**src/rtl/rs232_cmd_responder_if.sv**
```systemverilog
// ---------------------------------------------------------------------------
// rs232_cmd_responder_if
// Groups the UART byte handshake, the generic memory port and the status
// outputs of rs232_cmd_responder.
//   master : the responder (consumes rx bytes, drives tx and memory strobes)
//   slave  : the environment (UART + memory)
// Signals:
//   rx_rdy/rx_data          received byte pulse and value
//   tx_busy/ena_tx/tx_data  transmit handshake
//   mem_addr/mem_wr_ena/mem_wr_data/mem_rd_req/mem_rd_rdy/mem_rd_data
//                           single-byte write / read memory port
//   busy/err                responder status (not idle / timeout abort pulse)
// ---------------------------------------------------------------------------
interface rs232_cmd_responder_if #(
    parameter int ADDR_W = 20
);
    logic              rx_rdy;
    logic [7:0]        rx_data;
    logic              tx_busy;
    logic              ena_tx;
    logic [7:0]        tx_data;
    logic [ADDR_W-1:0] mem_addr;
    logic              mem_wr_ena;
    logic [7:0]        mem_wr_data;
    logic              mem_rd_req;
    logic              mem_rd_rdy;
    logic [7:0]        mem_rd_data;
    logic              busy;
    logic              err;

    modport master (
        input  rx_rdy, rx_data, tx_busy, mem_rd_rdy, mem_rd_data,
        output ena_tx, tx_data, mem_addr, mem_wr_ena, mem_wr_data,
               mem_rd_req, busy, err
    );

    modport slave (
        output rx_rdy, rx_data, tx_busy, mem_rd_rdy, mem_rd_data,
        input  ena_tx, tx_data, mem_addr, mem_wr_ena, mem_wr_data,
               mem_rd_req, busy, err
    );
endinterface

```
**src/rtl/rs232_cmd_responder.sv**
```systemverilog
// ---------------------------------------------------------------------------
// rs232_cmd_responder
// Host-link responder behind a byte UART. Parses 5-byte packets
// (CMD, A2, A1, A0, ARG, MSB first) and performs either a single-byte memory
// write (CMD_WR, ARG = data) or a burst read of ARG+1 bytes (CMD_RD) whose
// data is returned one byte at a time through the UART transmit handshake.
// A watchdog aborts stalled packets and unanswered reads with an err pulse.
// Ports:
//   clk      system clock
//   reset_n  asynchronous active-low reset
//   bus      rs232_cmd_responder_if.master (UART, memory port, busy/err)
// ---------------------------------------------------------------------------
module rs232_cmd_responder #(
    parameter int         ADDR_W       = 20,
    parameter int         TIMEOUT_CLKS = 500000,
    parameter logic [7:0] CMD_WR       = 8'h57,
    parameter logic [7:0] CMD_RD       = 8'h52
) (
    input logic                   clk,
    input logic                   reset_n,
    rs232_cmd_responder_if.master bus
);

    localparam int               TMR_W      = $clog2(TIMEOUT_CLKS + 1);
    localparam logic [TMR_W-1:0] TMR_RELOAD = TMR_W'(TIMEOUT_CLKS);

    typedef enum logic [3:0] {
        IDLE, GET_A2, GET_A1, GET_A0, GET_ARG, DO_WR, RD_REQ, RD_WAIT, TX_SEND
    } state_t;

    state_t            state;
    logic              is_rd;
    logic [ADDR_W-1:0] addr;
    logic [7:0]        count;
    logic [TMR_W-1:0]  timer;
    logic              ena_tx;
    logic [7:0]        tx_data;
    logic              wr_ena;
    logic [7:0]        wr_data;
    logic              rd_req;
    logic              err;

    // The timer is reloaded on every accepted event, so it reaching 1 while
    // still waiting means this clk is the last one allowed: abort now.
    logic              tmr_exp;
    assign tmr_exp = (timer <= TMR_W'(1));

    always_ff @(posedge clk or negedge reset_n) begin
        if (!reset_n) begin
            state   <= IDLE;
            is_rd   <= 1'b0;
            addr    <= '0;
            count   <= '0;
            timer   <= '0;
            ena_tx  <= 1'b0;
            tx_data <= '0;
            wr_ena  <= 1'b0;
            wr_data <= '0;
            rd_req  <= 1'b0;
            err     <= 1'b0;
        end else begin
            ena_tx <= 1'b0;
            wr_ena <= 1'b0;
            rd_req <= 1'b0;
            err    <= 1'b0;

            case (state)
                IDLE: begin
                    if (bus.rx_rdy && (bus.rx_data == CMD_WR || bus.rx_data == CMD_RD)) begin
                        is_rd <= (bus.rx_data == CMD_RD);
                        timer <= TMR_RELOAD;
                        state <= GET_A2;
                    end
                end

                // Address bytes shift in MSB first; truncating to ADDR_W
                // after each shift leaves exactly A[ADDR_W-1:0] after A0.
                GET_A2, GET_A1, GET_A0: begin
                    if (bus.rx_rdy) begin
                        addr  <= ADDR_W'({addr, bus.rx_data});
                        timer <= TMR_RELOAD;
                        case (state)
                            GET_A2:  state <= GET_A1;
                            GET_A1:  state <= GET_A0;
                            default: state <= GET_ARG;
                        endcase
                    end else if (tmr_exp) begin
                        err   <= 1'b1;
                        timer <= '0;
                        state <= IDLE;
                    end else begin
                        timer <= timer - TMR_W'(1);
                    end
                end

                // Strobes are raised together with the state change so they
                // appear on the clk right after the ARG byte.
                GET_ARG: begin
                    if (bus.rx_rdy) begin
                        timer <= TMR_RELOAD;
                        if (is_rd) begin
                            count  <= bus.rx_data;
                            rd_req <= 1'b1;
                            state  <= RD_REQ;
                        end else begin
                            wr_data <= bus.rx_data;
                            wr_ena  <= 1'b1;
                            state   <= DO_WR;
                        end
                    end else if (tmr_exp) begin
                        err   <= 1'b1;
                        timer <= '0;
                        state <= IDLE;
                    end else begin
                        timer <= timer - TMR_W'(1);
                    end
                end

                DO_WR: begin
                    state <= IDLE;
                end

                RD_REQ: begin
                    timer <= TMR_RELOAD;
                    state <= RD_WAIT;
                end

                RD_WAIT: begin
                    if (bus.mem_rd_rdy) begin
                        tx_data <= bus.mem_rd_data;
                        state   <= TX_SEND;
                    end else if (tmr_exp) begin
                        err   <= 1'b1;
                        timer <= '0;
                        state <= IDLE;
                    end else begin
                        timer <= timer - TMR_W'(1);
                    end
                end

                // tx_busy only rises the clk after ena_tx, so the ena_tx
                // term keeps two loads from landing on back-to-back clks.
                TX_SEND: begin
                    if (!bus.tx_busy && !ena_tx) begin
                        ena_tx <= 1'b1;
                        if (count == 8'd0) begin
                            state <= IDLE;
                        end else begin
                            count  <= count - 8'd1;
                            addr   <= addr + 1'b1;
                            rd_req <= 1'b1;
                            state  <= RD_REQ;
                        end
                    end
                end

                default: state <= IDLE;
            endcase
        end
    end

    assign bus.ena_tx      = ena_tx;
    assign bus.tx_data     = tx_data;
    assign bus.mem_addr    = addr;
    assign bus.mem_wr_ena  = wr_ena;
    assign bus.mem_wr_data = wr_data;
    assign bus.mem_rd_req  = rd_req;
    assign bus.busy        = (state != IDLE);
    assign bus.err         = err;

endmodule

```
**src/flat_wrapper.sv**
```systemverilog
// flat-port wrapper written by rule: the top's interface ports become plain ports
module rs232_cmd_responder_flat 
#(
    parameter int         ADDR_W       = 20,
    parameter int         TIMEOUT_CLKS = 500000,
    parameter logic [7:0] CMD_WR       = 8'h57,
    parameter logic [7:0] CMD_RD       = 8'h52
)
  (clk, reset_n, bus_rx_rdy, bus_rx_data, bus_tx_busy, bus_mem_rd_rdy, bus_mem_rd_data, bus_ena_tx, bus_tx_data, bus_mem_addr, bus_mem_wr_ena, bus_mem_wr_data, bus_mem_rd_req, bus_busy, bus_err);
  rs232_cmd_responder_if #(.ADDR_W(ADDR_W)) bus_i ();
  input logic clk;
  input logic reset_n;
  input wire logic [$bits(bus_i.rx_rdy)-1:0] bus_rx_rdy;
  input wire logic [$bits(bus_i.rx_data)-1:0] bus_rx_data;
  input wire logic [$bits(bus_i.tx_busy)-1:0] bus_tx_busy;
  input wire logic [$bits(bus_i.mem_rd_rdy)-1:0] bus_mem_rd_rdy;
  input wire logic [$bits(bus_i.mem_rd_data)-1:0] bus_mem_rd_data;
  output wire logic [$bits(bus_i.ena_tx)-1:0] bus_ena_tx;
  output wire logic [$bits(bus_i.tx_data)-1:0] bus_tx_data;
  output wire logic [$bits(bus_i.mem_addr)-1:0] bus_mem_addr;
  output wire logic [$bits(bus_i.mem_wr_ena)-1:0] bus_mem_wr_ena;
  output wire logic [$bits(bus_i.mem_wr_data)-1:0] bus_mem_wr_data;
  output wire logic [$bits(bus_i.mem_rd_req)-1:0] bus_mem_rd_req;
  output wire logic [$bits(bus_i.busy)-1:0] bus_busy;
  output wire logic [$bits(bus_i.err)-1:0] bus_err;
  assign bus_i.rx_rdy = bus_rx_rdy;
  assign bus_i.rx_data = bus_rx_data;
  assign bus_i.tx_busy = bus_tx_busy;
  assign bus_i.mem_rd_rdy = bus_mem_rd_rdy;
  assign bus_i.mem_rd_data = bus_mem_rd_data;
  assign bus_ena_tx = bus_i.ena_tx;
  assign bus_tx_data = bus_i.tx_data;
  assign bus_mem_addr = bus_i.mem_addr;
  assign bus_mem_wr_ena = bus_i.mem_wr_ena;
  assign bus_mem_wr_data = bus_i.mem_wr_data;
  assign bus_mem_rd_req = bus_i.mem_rd_req;
  assign bus_busy = bus_i.busy;
  assign bus_err = bus_i.err;
  rs232_cmd_responder #(.ADDR_W(ADDR_W), .TIMEOUT_CLKS(TIMEOUT_CLKS), .CMD_WR(CMD_WR), .CMD_RD(CMD_RD)) u_core (.clk(clk), .reset_n(reset_n), .bus(bus_i));
endmodule
```
**config.mk**
```make
export PLATFORM = sky130hd
export DESIGN_NAME = rs232_cmd_responder_flat
export DESIGN_NICKNAME = d
export VERILOG_FILES = /design/src/rtl/rs232_cmd_responder_if.sv /design/src/rtl/rs232_cmd_responder.sv /design/src/flat_wrapper.sv
export SDC_FILE = /design/constraint.sdc
export NUM_CORES = 1
export LEC_CHECK = 0
export BUFFER_PORTS_ARGS = -buffer_cell sky130_fd_sc_hd__buf_2
export CAP_MARGIN = 20
export CORE_MARGIN = 2
export CORE_UTILIZATION = 55
export DETAILED_ROUTE_END_ITERATION = 8
export PLACE_DENSITY = 0.77
export REMOVE_ABC_BUFFERS = 1
export SYNTH_ARGS = -nofsm -noshare
export SYNTH_HDL_FRONTEND = slang
export SYNTH_SLANG_ARGS = --single-unit
```
**constraint.sdc**
```tcl
create_clock -name clk -period 2.8 [get_ports clk]
set_input_delay 0.14 -clock clk [delete_from_list [all_inputs] [get_ports clk]]
set_output_delay 0.14 -clock clk [all_outputs]
set_load 0.05 [all_outputs]
```
### Yosys cells after proc, flatten, opt, wreduce, memory -nomap -nowiden

Index checks and enable logic that the tools add are counted.

* register bits after elaboration: 72
* bits of input ports: 21
* output and inout port bits: 41
* word-level logic and storage cells: 90

* $add $sub $neg: 3
* magnitude comparators: 1
* eq/ne operators: 16
* multiplexer cells: 38
* bitwise operators: 1
* reduce and logical (&&, ||, !) cells: 20

Operators with widths (number)
* 19-bit 2-to-1 mux: 4
* 19-bit case mux with 4 select lines: 1
* 20-bit 2-to-1 mux: 3
* 20-bit case mux with 2 select lines: 1
* 8-bit 2-to-1 mux: 4
* 4-bit 2-to-1 mux: 6
* 4-bit case mux with 6 select lines: 1
* 20-bit by 1-bit adder with 20-bit output, second input constant: 1
* 19-bit by 1-bit less-or-equal comparator with 1-bit output, second input constant: 1
* 19-bit by 1-bit subtractor with 19-bit output, second input constant: 1
* 8-bit by 7-bit == test with 1-bit output, second input constant: 2
* 8-bit case mux with 2 select lines: 1
* 4-bit by 3-bit == test with 1-bit output, second input constant: 3
* 1-bit 2-to-1 mux: 12
* 4-bit by 2-bit == test with 1-bit output, second input constant: 2
* 8-bit zero test: 1
* 2-bit inequality test, second input constant: 4
* 4-bit nonzero test: 2
* 8-bit by 1-bit subtractor with 8-bit output, second input constant: 1
* 2-bit by 1-bit inequality test with 1-bit output, second input constant: 3
* 3-bit case mux with 2 select lines: 1
* 2-bit AND reduction: 3
* 3-bit AND reduction: 2
* 5-bit AND reduction: 1
* 14 further kinds: 18

### Logic depth before layout (Yosys ltp)

Gate-level depths: netlist (run 1).

* depth in word-level cells: 5
* gate-level depth with buffers: 8
* gate-level depth less buffers: 8

### Least setup slack after synthesis (run 1)

OpenSTA, ideal clock, no wires.

* kind: register to register
* start point: register u_core.addr[8], in the netlist u_core.bus.mem_addr[8]
* end point: register u_core.addr[18], in the netlist u_core.bus.mem_addr[18]
* setup time: 121 ps
* data arrival time: 2036 ps
* data required time: 2679 ps
* slack: 643 ps
* cell stages (with the launch flop): 7
* buffers on the path: 1
* clock period less this slack: 2157 ps
* path through: dfrtp_1 > clkbuf_1 > nand4_1 > or4_1 > o21ai_0 > nand2_1 > a22o_1

* longest elaborated chain between the ends: 4

Ends and longest elaborated chain
* start, declared: RTL line rs232_cmd_responder.sv:33 `logic [ADDR_W-1:0] addr;`
* start signal, assigned: RTL line rs232_cmd_responder.sv:80 `addr <= ADDR_W'({addr, bus.rx_data});`
* start signal, assigned: RTL line rs232_cmd_responder.sv:150 `addr <= addr + 1'b1;`
* 20-bit by 1-bit adder with 20-bit output: RTL line rs232_cmd_responder.sv:150
* 20-bit 2-to-1 mux: RTL line rs232_cmd_responder.sv:146 `if (count == 8'd0) begin`
* 20-bit 2-to-1 mux: RTL line rs232_cmd_responder.sv:144 `if (!bus.tx_busy && !ena_tx) begin`
* 20-bit case mux with 2 select lines: RTL line rs232_cmd_responder.sv:67 `case (state)`

Every way passes these cells. The select of a mux whose other input is x is not followed.
A chain may end at the register's enable or synchronous reset.

### Final worst setup path (run 1)

* start point: register u_core.state[0]
* end point: register u_core.addr[1], in the netlist u_core.bus.mem_addr[1]

* longest elaborated chain between the ends: 4
* elaborated cells between the ends (all ways): 11
* those cells by class: eq/ne: 7; mux: 1; reduce/logical: 3

Ends and longest elaborated chain
* start, declared: RTL line rs232_cmd_responder.sv:31 `state_t state;`
* start signal, assigned: RTL line rs232_cmd_responder.sv:50 `state <= IDLE;`
* start signal, assigned: RTL line rs232_cmd_responder.sv:72 `state <= GET_A2;`
* start signal, assigned: RTL line rs232_cmd_responder.sv:83 `GET_A2: state <= GET_A1;`
* 4-bit by 1-bit == test with 1-bit output / 4-bit by 2-bit == test with 1-bit output (equally long branches): RTL line rs232_cmd_responder.sv:67
* 3-bit OR reduction: RTL line rs232_cmd_responder.sv:67
* 2-bit inequality test (no line) / 2-bit nonzero test (equally long branches)
* 4-bit AND reduction (no line)

Several ways; a longest one is shown, not always the timed one.

==> results.sh, run 1 <==
export IMPL_synth_top_area_share_pct=43.1
export IMPL_clock_sinks=72
export IMPL_htreeDepth=3
export IMPL_start_util_pct=57.3
export IMPL_hold_class="input pin to flip-flop"
export IMPL_ys_seq_area_share_pct=43.1
export IMPL_num_vias=3890
export IMPL_worstPathRequired_ns=3.05
export IMPL_hpwlAfterDp_um=7100
export IMPL_final_setup_tns_ns=0
export IMPL_finalCriticalPeriod_ns=2.36
export IMPL_routed_wirelength_um=10300
export IMPL_cts_inserted_buffers=9
export IMPL_powerDensity_nw_per_um2=881
export IMPL_max_cap_violations=0
export IMPL_grt_pass1_wl_um=17000
export IMPL_hold_slack_ns=0.0270
export IMPL_ff2ff_path_depth=6
export IMPL_register_area_um2=1800
export IMPL_synth_ff_type="dfrtp_1"
export IMPL_ys_warn_count=0
export IMPL_ys_async_sr_fraction_pct=100
export IMPL_antenna_found_initial=0
export IMPL_synth_edff_count=0
export IMPL_min_from="bus_mem_rd_data[7]"
export IMPL_die_h_um=91.1
export IMPL_root_buffer="clkbuf_8"
export IMPL_crit_slowest_cell="dfrtp_1"
export IMPL_finClkSkew_ns=0.0110
export IMPL_crit_start="u_core.state[0]"
export IMPL_die_w_um=91.1
export IMPL_wl_per_cell_um=16.5
export IMPL_overflow=0
export IMPL_drive_above_1_share_pct=21.9
export IMPL_max_freq_mhz=424
export IMPL_p_leak_uw=0.00214
export IMPL_io_pin_count=62
export IMPL_core_um2=7290
export IMPL_stdcell_area_um2=4790
export IMPL_ant_nets=0
export IMPL_crit_chain="nor2_1 -> or4b_1 -> nand2_1 -> buf_4 -> nor2_1 -> a31oi_1"
export IMPL_n_fill_cell=628
export IMPL_syn_area_per_cell_um2=9.04
export IMPL_clk_latency_ns=0.34
export IMPL_cp_slowest_stage_delay_ns=0.68
export IMPL_outcome="completed"
export IMPL_antenna_cells=0
export IMPL_final_nets=545
export IMPL_post_cts_buffers=0
export IMPL_dp_slack_ns=0.497
export IMPL_yosys_register_bits=72
export IMPL_multi_input_area_um2=2160
export IMPL_worstPathMaxFanout=17
export IMPL_rsz0062_at_grt="no"
export IMPL_setup_violations_final=0
export IMPL_yosys_area_top_type="dfrtp_1"
export IMPL_peakVddDrop_v=0.000410
export IMPL_hold_depth=2
export IMPL_cts_tree="done"
export IMPL_arrival_ns=2.61
export IMPL_ys_types=68
export IMPL_io_buffers=61
export IMPL_routabilityCongestion=0.914
export IMPL_dpl_instance_area_um2=4560
export IMPL_crit_type="flip-flop to flip-flop"
export IMPL_timing_critical_path_mode_cell="nor2_1"
export IMPL_worst_slack_ns=0.440
export IMPL_slew_viol_final=0
export IMPL_dr_pass1_iters=5
export IMPL_yosys_top_cells_area="dfrtp_1 (43%), a21oi_1 (5.6%), mux2_2 (4.0%)"
export IMPL_worstMarginPinSlew_ns=0.787
export IMPL_total_power_uw=4220
export IMPL_fp_row_count=31
export IMPL_drtIter0Drc=282
export IMPL_via_per_inst=6.24
export IMPL_max_slew_margin_rel_pct=47.6
export IMPL_dieArea_um2=8310
export IMPL_syn_inst=462
export IMPL_syn2layout_area_growth_pct=14.8
export IMPL_drc_errors=0
export IMPL_grt_pass1_vias=3588
export IMPL_regToRegStartpoint="u_core.state[0]"
export IMPL_syn_area_um2=4180
export IMPL_crit_path_end_kind="flip-flop"
export IMPL_hold_viol=0
export IMPL_ctsLongestPathBuffers=2
export IMPL_grt_max_degree=42
export IMPL_clk_pin_slew_ns=0.08
export IMPL_track_usage_pct=24.9
export IMPL_period_share_pct=84.3
export IMPL_critPathLaunchType="flip-flop"
[where the power goes]
group | internal, uW | switching [uW] | total, uW
Sequential | 1250 | 346 | 1600
Clock | 525 | 395 | 920
Combinational | 527 | 1180 | 1700
Total | 2300 | 1920 | 4220
[synthesized netlist by cell type, types with 3 or more instances]
library cell and number:
a21oi_1 47, and3_1 3, o21ai_1 6, or4b_1 3, or2_2 4, a2bb2oi_1 4
a21o_1 4, o21a_1 3, or3_1 7, nor4_1 4, nand4_1 7, o22ai_1 13
a22o_1 4, nand2b_1 5, mux2_2 15, o31a_1 6, a32oi_1 4, o22a_1 9
dfrtp_1 72, nand2_1 45, and2_1 3, o21ai_0 26, ha_1 5, and4_1 3
inv_1 22, clkbuf_1 13, a31oi_1 10, o41ai_1 3, nand3_1 16, nor3_1 9
nor2_1 32, buf_2 9, a41oi_1 3
[worst max-delay path, delay by kind of cell (launching register included)]
kind | cells | cell delay [ns]
and+or+nand+nor | 4 | 1.14
DFF | 1 | 0.68
buffers and inverters | 1 | 0.26
AOI/OAI and AO/OA | 1 | 0.18
[per-stage QoR]
| step | utilization [%] | instances |
|---|---|---|
| after floorplan | - | 437 |
| after global placement | 62.6 | 606 |
| after detailed placement | 62.6 | 606 |
| after CTS | 65.7 | 623 |
| after global routing | 65.7 | 623 |
| final | 65.7 | 623 |
[state kept, by name, summed over array words and instances, names as in the netlist, 4 cells and up]
name and cells:
u_core.timer 19, u_core.bus.tx_data 8, u_core.bus.mem_wr_data 8, u_core.count 8
u_core.state 4, u_core.bus.mem_addr 20
[timing repair]
| action | in CTS | in global routing |
|---|---|---|
| hold buffers | 1 | 0 |
| gates resized for setup | 0 | 0 |
| hold endpoints to repair | 33 | 0 |
[layout by cell type, fill, tap and decap left out, types with 4 or more instances in the layout]
cell type / netlist / layout
o22ai_1: 13 / 13
a2bb2oi_1: 4 / 4
mux2_2: 15 / 15
nand3_1: 16 / 16
nand2_1: 45 / 45
nand2b_1: 5 / 5
nor4_1: 4 / 4
a32oi_1: 4 / 4
o21ai_0: 26 / 26
or2_2: 4 / 4
ha_1: 5 / 5
a21o_1: 4 / 4
inv_1: 22 / 22
o31a_1: 6 / 6
a31oi_1: 10 / 10
o22a_1: 9 / 9
buf_2: 9 / 61
nor3_1: 9 / 9
a21oi_1: 47 / 47
nand4_1: 7 / 7
o21ai_1: 6 / 6
or3_1: 7 / 7
a22o_1: 4 / 4
dfrtp_1: 72 / 72
nor2_1: 32 / 32
buf_4: 1 / 8
clkbuf_8: 0 / 10
[final timing paths]
kind                       slack [ns]                        end
max                              0.44     u_core.bus.mem_addr[1]
min                              0.03      u_core.bus.tx_data[7]
max reg2reg                      0.44     u_core.bus.mem_addr[1]
min reg2reg                      0.50  u_core.bus.mem_wr_data[5]
max in group asynchronous        1.71     u_core.bus.mem_addr[8]
min in group asynchronous        0.41      u_core.bus.mem_rd_req
[layout make-up]
class                           instances  share of cell area (%)
Tap cell                               99                    2.58
Multi-Input combinational cell        342                    45.2
Clock buffer                           11                    2.95
Inverter                               23                    1.80
Sequential cell                        72                    37.6
Timing Repair Buffer                   71                    8.25
Clock inverter                          5                    1.67
[metal layers]
layer  vias to the layer above  part of all wire, %  track usage, %  wire [um]
li1                       1834                    -               -          -
met1                      1869                   42            34.3       4350
met2                       174                   49            39.3       4990
met3                        13                  7.9            6.06        811
met4                         0                  1.1            7.32        112
met5                         -                    0               0          0
[cells by family (layout without fill, tap and decap cells)]
kind of cell / after synthesis / count (layout) / synth area share [%]
muxes: 15 / 15 / 4.04
and+or+nand+nor: 159 / 159 / 20.6
AOI/OAI and AO/OA: 162 / 162 / 25.4
buffers and inverters: 48 / 110 / 5.03
DFF: 72 / 72 / 43.1
xor gates and xnor gates: 1 / 1 / 0.210
adders and majority gates: 5 / 5 / 1.50
Note: power is estimated with default switching activity, not from simulation.
==> inputs of run 2 (changes only) <==
Clock period 2.8 ns to 2.3 ns, I/O delays scaled along.
==> run 2 against run 1 <==
Non-clock buffer count rose by 28; clock-buffer cell count did not move; worst setup slack got worse by 0.26 ns; global-route usage rose by 0.88 points; cell area rose by 4.4%; combinational power rose by 33%; critical endpoint is now u_core.count[7]; largest cell class unchanged; largest power group unchanged.
==> results.sh, run 2 (same netlist as run 1, synthesis figures left out) <==
export IMPL_outcome="completed"
export IMPL_worst_slack_ns=0.181
export IMPL_drc_errors=0
export IMPL_crit_type="flip-flop to flip-flop"
export IMPL_clock_sinks=72
export IMPL_setup_violations_final=0
export IMPL_peakVddDrop_v=0.000797
export IMPL_grt_max_degree=41
export IMPL_num_vias=3998
export IMPL_finalCriticalPeriod_ns=2.12
export IMPL_grt_pass1_wl_um=17500
export IMPL_crit_start="u_core.count[0]"
export IMPL_hold_slack_ns=0.0265
export IMPL_crit_end="u_core.count[7]"
export IMPL_p_leak_uw=0.00227
export IMPL_period_share_pct=92.1
export IMPL_arrival_ns=2.36
export IMPL_worstMarginPinSlew_ns=0.725
export IMPL_cts_inserted_buffers=9
export IMPL_max_slew_margin_rel_pct=51.7
export IMPL_drive_above_1_share_pct=24.8
export IMPL_switching_share_pct=45.6
export IMPL_routed_wirelength_um=10500
export IMPL_layout_commonest_cell="dfrtp_1"
export IMPL_regToRegStartpoint="u_core.count[0]"
export IMPL_antenna_cells=0
export IMPL_wl_per_cell_um=16.2
export IMPL_rrSetupSlack_ns=0.18
export IMPL_crit_path_end_kind="flip-flop"
export IMPL_syn2layout_area_growth_pct=19.9
export IMPL_hold_viol=0
export IMPL_htreeDepth=3
export IMPL_dr_pass1_iters=5
export IMPL_p_sw_uw=2350
export IMPL_routabilityCongestion=0.902
export IMPL_die_w_um=91.1
export IMPL_hpwlAfterDp_um=7430
export IMPL_p_int_uw=2790
export IMPL_max_freq_mhz=472
export IMPL_die_h_um=91.1
export IMPL_ctsLongestPathBuffers=2
export IMPL_clk_pin_slew_ns=0.07
export IMPL_dp_slack_ns=0.113
export IMPL_powerDensity_nw_per_um2=1030
export IMPL_finClkSkew_ns=0.00954
export IMPL_critPathLaunchType="flip-flop"
export IMPL_root_buffer="clkbuf_8"
export IMPL_dpl_instance_area_um2=4710
export IMPL_via_per_inst=6.14
export IMPL_start_util_pct=57.3
export IMPL_ff2ff_path_depth=8
export IMPL_clk_latency_ns=0.35
export IMPL_hold_class="input pin to flip-flop"
export IMPL_drtIter0Drc=269
export IMPL_worstPathMaxFanout=11
export IMPL_post_cts_buffers=0
export IMPL_dieArea_um2=8310
export IMPL_stdcell_area_um2=5010
export IMPL_p_clk_share_pct=19.5
export IMPL_comb_power_share_pct=44.0
export IMPL_worstPathRequired_ns=2.55
export IMPL_core_um2=7290
export IMPL_io_buffers=61
export IMPL_regToRegEndpoint="u_core.count[7]"
export IMPL_overflow=0
export IMPL_final_nets=573
export IMPL_ant_nets=0
export IMPL_max_cap_violations=0
export IMPL_fp_row_count=31
export IMPL_antenna_found_initial=0
export IMPL_largest_register_ffs=20
export IMPL_cts_tree="done"
export IMPL_grt_pass1_vias=3662
export IMPL_rsz0062_at_grt="no"
export IMPL_io_pin_count=62
export IMPL_mostFrequentLayoutCells="dfrtp_1 (72), buf_2 (61), a21oi_1 (47)"
export IMPL_n_fill_cell=610
export IMPL_slew_viol_final=0
export IMPL_power_frac_seq_pct=36.5
export IMPL_track_usage_pct=25.8
-- run 2: final cells by class --
| cell class | count | area, um2 | share of cell area, % |
|---|---|---|---|
| timing repair buffer | 99 | 626 | 12.5 |
| inverter | 23 | 86.3 | 1.72 |
| tap | 99 | 124 | 2.47 |
| clock inverter | 5 | 56.3 | 1.12 |
| clock buffer | 11 | 141 | 2.82 |
| sequential | 72 | 1800 | 36.0 |
| multi-input combinational | 342 | 2170 | 43.4 |
-- run 2: worst min path at each step --
stage,end,depth (start not counted),slack [ns],startpoint
detailed placement,u_core.bus.mem_rd_req,1,0.21,reset_n
floorplan,u_core.bus.ena_tx,0,-0.18,reset_n
CTS,u_core.bus.ena_tx,3,0.01,bus_tx_busy
global route,u_core.bus.mem_wr_data[3],2,0.03,bus_rx_data[3]
global placement,u_core.count[7],1,0.20,reset_n
finish,u_core.bus.ena_tx,3,0.03,bus_tx_busy
-- run 2: per-layer routing --
metal  global-route usage, %  wire length [um]  part of all wire, %
met1                    34.8              4570                   43
met2                    42.3              5210                   49
met3                    4.73               625                  5.9
met4                    8.21               133                  1.3
met5                       0                 0                    0
-- run 2: what timing repair did --
item	4_1_cts	5_1_grt
hold endpoints to repair	40	0
hold buffers	9	0
setup endpoints to repair	0	7
gates resized for setup	0	2
-- run 2: critical path: stages (launching register included) --
cell and delay (ns):
dfrtp_1 0.39, inv_1 0.10, ha_1 0.14, or4b_1 0.51, o211a_1 0.24, a41oi_1 0.15, buf_4 0.20, inv_2 0.09
a22o_1 0.20
-- run 2: power by group through the flow --
stage	Sequential, uW	Combinational, uW	Clock, uW
2_1_floorplan	2440	948	0
3_3_place_gp	1870	2150	0
3_5_place_dp	1890	2210	0
4_1_cts	1860	2240	1020
5_1_grt	1920	2440	1060
6_report	1880	2260	1000
-- run 2: through the flow --
stage / util [%] / setup TNS [ns] / total power, uW / std cells
after detailed placement: 64.6 / 0 / 4100 / 626
after floorplan: - / -10.81 / 3380 / 437
after global placement: 64.6 / 0 / 4020 / 626
after global routing: 68.7 / 0 / 5420 / 651
after CTS: 68.6 / 0 / 5120 / 651
final: 68.7 / 0 / 5140 / 651
==> inputs of run 3 (changes only) <==
Settings changed: PLACE_DENSITY 0.77 to 0.82.
==> run 3 against run 2 <==
Final cell count rose by 0.15%; cell area fell by 0.17%; register-to-register slack got worse by 0.09 ns; sequential power barely moved; worst setup slack got worse by 0.089 ns; sequential share of layout area rose by 0.063 points.
==> results.sh, run 3 (same netlist as run 1, synthesis figures left out) <==
export IMPL_outcome="completed"
export IMPL_grt_max_degree=40
export IMPL_fp_row_count=31
export IMPL_hold_class="input pin to flip-flop"
export IMPL_start_util_pct=57.3
export IMPL_antenna_found_initial=0
export IMPL_finalCriticalPeriod_ns=2.21
export IMPL_crit_chain="inv_1 -> ha_1 -> or3b_1 -> nor3b_1 -> nand2_1 -> a31oi_1 -> o22ai_1"
export IMPL_wl_per_cell_um=16.4
export IMPL_hold_depth=2
export IMPL_cp_slowest_stage_delay_ns=0.49
export IMPL_clk_pin_slew_ns=0.07
export IMPL_powerDensity_nw_per_um2=1020
export IMPL_hpwlAfterDp_um=7480
export IMPL_core_um2=7290
export IMPL_clk_latency_ns=0.35
export IMPL_cts_inserted_buffers=9
export IMPL_crit_type="flip-flop to flip-flop"
export IMPL_cp_top_family="simple AND/OR/NAND/NOR gates"
export IMPL_root_buffer="clkbuf_8"
export IMPL_critPathLaunchType="flip-flop"
export IMPL_final_nets=574
export IMPL_num_vias=4108
export IMPL_regToRegStartpoint="u_core.timer[0]"
export IMPL_routed_wirelength_um=10700
export IMPL_antenna_cells=0
export IMPL_min_from="bus_mem_rd_data[2]"
export IMPL_grt_pass1_vias=3795
export IMPL_worstMarginPinSlew_ns=0.555
export IMPL_crit_buf_inv=1
export IMPL_io_pin_count=62
export IMPL_syn2layout_area_growth_pct=19.7
export IMPL_post_cts_buffers=0
export IMPL_io_buffers=61
export IMPL_drive_above_1_share_pct=25.3
export IMPL_worstPathRequired_ns=2.52
export IMPL_layout_commonest_cell="dfrtp_1"
export IMPL_die_h_um=91.1
export IMPL_routabilityCongestion=0.971
export IMPL_largest_register_ffs=20
export IMPL_crit_slowest_cell="nor3b_1"
export IMPL_arrival_ns=2.43
export IMPL_worstPathMaxFanout=6
export IMPL_drtIter0Drc=334
export IMPL_hold_slack_ns=0.00419
export IMPL_drc_errors=0
export IMPL_grt_pass1_wl_um=18100
export IMPL_crit_path_end_kind="flip-flop"
export IMPL_ant_nets=0
export IMPL_path_depth=7
export IMPL_mostFrequentLayoutCells="dfrtp_1 (72), buf_2 (61), a21oi_1 (47)"
export IMPL_finClkSkew_ns=0.0101
export IMPL_cts_tree="done"
export IMPL_track_usage_pct=26.4
export IMPL_ff2ff_path_depth=7
export IMPL_setup_violations_final=0
export IMPL_max_freq_mhz=453
export IMPL_regToRegEndpoint="u_core.timer[12]"
export IMPL_final_setup_tns_ns=0
export IMPL_max_cap_violations=0
export IMPL_dr_pass1_iters=8
export IMPL_peakVddDrop_v=0.000829
export IMPL_n_fill_cell=612
export IMPL_via_per_inst=6.30
export IMPL_rrSetupSlack_ns=0.09
export IMPL_period_share_pct=96.0
export IMPL_htreeDepth=3
export IMPL_slew_viol_final=0
export IMPL_rsz0062_at_grt="no"
export IMPL_p_leak_uw=0.00227
export IMPL_clock_sinks=72
export IMPL_die_w_um=91.1
export IMPL_overflow=0
export IMPL_hold_viol=0
export IMPL_hold_path_end="u_core.bus.tx_data[2]"
export IMPL_ctsLongestPathBuffers=2
export IMPL_dieArea_um2=8310
export IMPL_max_slew_margin_rel_pct=62.9
run 3: changes by cell type in the layout (fill, tap and decap cells not counted):
cell and delta:
inv_6 +1, dlygate4sd3_1 -2, buf_4 +3, nor3b_1 +1, clkbuf_8 +2, clkinv_4 -1, nor3b_2 -1, clkbuf_1 -1
bufinv_16 -1
run 3: timing repair:
item,in CTS,in global routing
endpoints found under the hold margin,27,1
hold buffers,6,1
gates resized for setup,0,1
endpoints found under the setup margin,0,3
run 3: worst register-to-register path: stages (launching register included):
cell and delay [ns]:
dfrtp_1 0.44, inv_1 0.08, ha_1 0.22, or3b_1 0.39, nor3b_1 0.49, nand2_1 0.12, a31oi_1 0.23, o22ai_1 0.12
run 3: report_power, final:
part	switching, uW	internal (uW)	leakage, uW
Clock	493	481	0.0000988
Combinational	1510	732	0.00127
Sequential	362	1530	0.000902
run 3: per-layer routing:
layer / global-route usage (%) / share of wire [%]
met2: 42.0 / 49
met5: 0 / 0
met3: 5.56 / 7.4
met4: 7.32 / 0.93
met1: 36.7 / 43
run 3: cell type report:
type,count,area (um2),area share (%)
clock buffers,12,165,3.30
multi-input cells,342,2170,43.3
clock inverters,4,26.3,0.526
well taps,99,124,2.48
repair buffers,100,628,12.6
flip-flops and latches,72,1800,36.1
inverters,23,86.3,1.73
run 3: metrics by stage:
stage	power [uW]	std cells	cell area, um2	worst slack [ns]	utilization (%)
floorplan	3380	437	4050	-0.657	-
global placement	4050	629	4730	0.191	64.9
detailed placement	4100	629	4730	0.139	64.9
CTS	5070	651	4990	0.118	68.4
global route	5410	652	5000	0.00787	68.5
finish	5110	652	5000	0.0916	68.5
run 3: worst max path at each step:
stage	from	endpoint	slack, ns
final	u_core.timer[0]	u_core.timer[12]	0.09
after global routing	u_core.count[0]	u_core.count[1]	0.008
after CTS	u_core.count[0]	u_core.bus.mem_addr[19]	0.12
after detailed placement	u_core.count[0]	u_core.bus.mem_addr[17]	0.14
after global placement	u_core.timer[0]	u_core.timer[14]	0.19
after floorplan	u_core.state[1]	u_core.bus.mem_addr[12]	-0.66
